==> src/rtl/w_74hc00_tester.sv <==
// Self-test sweeper for a quad 2-input NAND: drives all 256 A/B vectors, checks
// the synchronized Y bus against ~(A&B) and reports a fault mask, first failing vector and error count.
module w_74hc00_tester #(
  parameter int SETTLE_CYCLES = 4
) (
  input  logic       i_clk,
  input  logic       i_rst,
  input  logic       i_start,
  input  logic [3:0] i_y_in,
  output logic [3:0] o_a_out,
  output logic [3:0] o_b_out,
  output logic       o_busy,
  output logic       o_done,
  output logic       o_pass,
  output logic [3:0] o_fail_mask,
  output logic [7:0] o_first_fail,
  output logic [8:0] o_err_cnt
);

  localparam logic [1:0] S_IDLE = 2'd0;
  localparam logic [1:0] S_RUN  = 2'd1;
  localparam logic [1:0] S_DONE = 2'd2;

  localparam logic [7:0] CNT_RELOAD = 8'(SETTLE_CYCLES - 1);

  logic [1:0] r_state;
  logic [7:0] r_vec;
  logic [7:0] r_cnt;
  logic [3:0] r_sync1;
  logic [3:0] r_sync2;
  logic [3:0] r_fail_mask;
  logic [7:0] r_first_fail;
  logic [8:0] r_err_cnt;
  logic       r_pass;
  logic       r_busy;
  logic       r_done;

  logic [3:0] w_a;
  logic [3:0] w_b;
  logic [3:0] w_mis;
  logic       w_compare;

  assign w_a       = r_vec[7:4];
  assign w_b       = r_vec[3:0];
  assign w_mis     = r_sync2 ^ ~(w_a & w_b);
  assign w_compare = (r_state == S_RUN) && (r_cnt == 8'd0);

  // Y_IN is asynchronous to the clock, so it is only ever used after two flops.
  always_ff @(posedge i_clk) begin
    if (i_rst) begin
      r_sync1 <= 4'd0;
      r_sync2 <= 4'd0;
    end else begin
      r_sync1 <= i_y_in;
      r_sync2 <= r_sync1;
    end
  end

  always_ff @(posedge i_clk) begin
    if (i_rst) begin
      r_state      <= S_IDLE;
      r_vec        <= 8'd0;
      r_cnt        <= 8'd0;
      r_fail_mask  <= 4'd0;
      r_first_fail <= 8'd0;
      r_err_cnt    <= 9'd0;
      r_pass       <= 1'b0;
      r_busy       <= 1'b0;
      r_done       <= 1'b0;
    end else begin
      case (r_state)
        S_IDLE, S_DONE: begin
          if (i_start) begin
            r_state      <= S_RUN;
            r_vec        <= 8'd0;
            r_cnt        <= CNT_RELOAD;
            r_fail_mask  <= 4'd0;
            r_first_fail <= 8'd0;
            r_err_cnt    <= 9'd0;
            r_pass       <= 1'b0;
            r_busy       <= 1'b1;
            r_done       <= 1'b0;
          end
        end
        S_RUN: begin
          if (w_compare) begin
            r_fail_mask <= r_fail_mask | w_mis;
            // First-fail capture looks at the count before this vector's increment.
            if (w_mis != 4'd0) begin
              r_err_cnt <= r_err_cnt + 9'd1;
              if (r_err_cnt == 9'd0) r_first_fail <= r_vec;
            end
            if (r_vec == 8'hFF) begin
              r_state <= S_DONE;
              r_vec   <= 8'd0;
              r_busy  <= 1'b0;
              r_done  <= 1'b1;
              r_pass  <= (r_err_cnt == 9'd0) && (w_mis == 4'd0);
            end else begin
              r_vec <= r_vec + 8'd1;
              r_cnt <= CNT_RELOAD;
            end
          end else begin
            r_cnt <= r_cnt - 8'd1;
          end
        end
        default: r_state <= S_IDLE;
      endcase
    end
  end

  assign o_a_out      = w_a;
  assign o_b_out      = w_b;
  assign o_busy       = r_busy;
  assign o_done       = r_done;
  assign o_pass       = r_pass;
  assign o_fail_mask  = r_fail_mask;
  assign o_first_fail = r_first_fail;
  assign o_err_cnt    = r_err_cnt;

endmodule
==> config.mk <==
export PLATFORM = sky130hd
export DESIGN_NAME = w_74hc00_tester
export DESIGN_NICKNAME = d
export VERILOG_FILES = /design/src/rtl/w_74hc00_tester.sv
export SDC_FILE = /design/constraint.sdc
export NUM_CORES = 1
export LEC_CHECK = 0
export ABC_AREA = 1
export CELL_PAD_IN_SITES_DETAIL_PLACEMENT = 0
export CELL_PAD_IN_SITES_GLOBAL_PLACEMENT = 2
export CORE_MARGIN = 3
export CORE_UTILIZATION = 29
export CTS_CLUSTER_SIZE = 40
export DETAILED_ROUTE_END_ITERATION = 10
export GPL_ROUTABILITY_DRIVEN = 0
export PLACE_DENSITY = 0.84
export SLEW_MARGIN = 20
export SYNTH_ARGS = -nofsm -noshare
export SYNTH_HDL_FRONTEND = slang
export SYNTH_SLANG_ARGS = --single-unit
==> constraint.sdc <==
create_clock -name i_clk -period 2 [get_ports i_clk]
set_input_delay 0.4 -clock i_clk [delete_from_list [all_inputs] [get_ports i_clk]]
set_output_delay 0.4 -clock i_clk [all_outputs]
set_load 0.005 [all_outputs]
==> metrics.txt <==
CTS tree=yes; synth warn=0; DP Wirelength=4810 µm; Mapped Avg Cell Area=6.67 µm²; area grow syn2layout=24.7%; area leader, netlist=dfxtp_1; Worst Path Max Fanout=5; Initial DRC Count=110; Worst EP arrival=1.46 ns; global-route wire length before repair=11300 µm; core area=8380 µm²; Hold/Removal Path Class=reg -> reg; grt total ovfl=0; WS Path Type=reg -> out; DR pass1 iterations=4; Netlist Area Pre-Place=2550 µm²; hold_buf cts=0; run status=finished clean; clk sinks=50; Crit. End Element=output pin; Num CTS Buffers=5; final setup fails=0; commonest non-fill, non-tap cell in the layout=nand2_1; nets@finish=439; Post-CTS Setup Inserts=0; Synth Register Bits=50; clock skew=0.0109 ns; area of the multi-input gates=1270 µm²; CTS H-tree lvls=2; Bufs on Longest Clock Path=2; clock-pin slew on the worst setup and hold paths=0.11 ns; die area=9970 µm²; Area contributors post-synth=dfxtp_1 (39%), nand2_1 (15%), nor2_1 (7.6%), inv_1 (6.2%), a21oi_1 (5.9%); Root Driver=clkbuf_8; Fillers=913; post-synth top area share=39.2%; largest net degree at the start of global routing=34; total power=0.00221 W; number of I/O port buffers=38; wire length per cell=12.5 µm; post-synth net total=395; fraction of layout instances using a drive strength above 1=9.11%; max_cap viols=0; vias in the first global route=2283; Total Routing Usage GR=14.1%; ant diodes=0; RSZ-0062 raised after global routing=no; Die W=99.8 µm; Fin. Hold Viols=0; vias post-DR=2479; most frequent cells in the layout=nand2_1 (101), nor2_1 (52), dfxtp_1 (50); clk_lat worst skew=0.31 ns; initial core utilization=30.5%; Die Y-Extent=99.8 µm; final worst path period share=92.9%; Cell Pwr Density=694 nW/µm²; routed vias/inst=4.65; Synth cell types=27; Critical Path Source Type=flop; sequential-to-total area share from yosys stat=39.2%; cell count after synthesis=383; peak supply drop=291 µV; Max-Slew Margin vs Limit=74.1%; Ports=39; min cycle time layout=1.86 ns; Slew @ Worst Pin=0.388 ns; Placement Rows=33; TNS Setup=0 ns; pins over their slew limit=0; Final ANT Viol Nets=0; fmax=538 MHz; drc violations=0; Critical Path RT=1.60 ns; Reg area=1000 µm²; Detailed Route WL=6670 µm; Leakage=1.30 nW; reg-to-reg slack, setup=0.22 ns; initial antenna violation count=0; cts repair resizes=0
## Yosys cell counts
cell      count
nand3b_1      1
or2_0         1
ha_1          5
clkinv_1      1
a21oi_1      30
nor2_4        2
nand3_2       2
dfxtp_1      50
nand2_2       2
inv_2        10
nor2_8        1
inv_1        42
nand2_4       1
nand4_1      19
o21bai_1      2
nand2_1     102
buf_2         4
nor3b_1       1
buf_6         3
clkbuf_1      4
o21ai_0       3
nor2_1       52
o21ai_1       9
nand3_1      27
nor3_1        5
xor2_1        2
buf_4         2
## sequential cells by signal, summed over array words and instances (netlist names)
name and count:
o_busy 1, o_fail_mask 4, r_sync1 4, r_vec 8, r_state 2, o_first_fail 8
r_sync2 4, o_done 1, o_pass 1, r_cnt 8, o_err_cnt 9
## power breakdown
| part | leakage, nW | internal (W) | switching (W) | total [W] |
|---|---|---|---|---|
| logic | 0.842 | 0.000196 | 0.000276 | 0.000472 |
| clock network | 0.0506 | 0.000262 | 0.000378 | 0.000640 |
| registers | 0.409 | 0.00106 | 0.0000412 | 0.00110 |
| total | 1.30 | 0.00151 | 0.000695 | 0.00221 |
## metal layers
| layer | part of all wire, % | track usage (%) |
|---|---|---|
| met2 | 45 | 23.0 |
| met1 | 50 | 19.1 |
| met3 | 3.8 | 2.29 |
| met4 | 1.2 | 4.31 |
| met5 | 0 | 0 |
## worst paths after layout
check / from / endpoint / depth (start not counted)
max: r_vec[0] / o_b_out[0] / 2
min: r_sync1[1] / r_sync2[1] / 2
max reg2reg: r_cnt[0] / o_err_cnt[0] / 10
min reg2reg: r_sync1[1] / r_sync2[1] / 2
## logic make-up after synthesis
logic type               synth area share (%)
flip-flops                               39.2
adder cells (fa/ha/maj)                  2.45
AO/OA/AOI/OAI                            8.82
buffers and inverters                    11.1
XOR/XNOR                                0.686
AND/OR/NAND/NOR                          37.8
## cell type report
class,count,share of cell area [%]
Clock buffer,5,2.16
Clock inverter,3,0.904
Inverter,53,6.25
Multi-Input combinational cell,267,40.0
Sequential cell,50,31.4
Tap cell,105,4.13
Timing Repair Buffer,50,15.2
## critical path, cell delays in order, from the launching register on
cell	delay [ns]
dfxtp_1	0.46
buf_4	0.18
clkdlybuf4s50_1	0.51
## metrics by stage
step / area (µm²) / util, % / std cells / hold slack, ns / setup WS (ns)
2_1_floorplan: 2550 / - / 383 / 0.388 / 0.518
3_3_place_gp: 3080 / 36.8 / 525 / 0.393 / 0.184
3_5_place_dp: 3080 / 36.8 / 525 / 0.393 / 0.153
4_1_cts: 3180 / 38.0 / 533 / 0.410 / 0.102
5_1_grt: 3180 / 38.0 / 533 / 0.431 / 0.0129
6_report: 3180 / 38.0 / 533 / 0.408 / 0.142
Note: power is estimated with default switching activity, not from simulation.
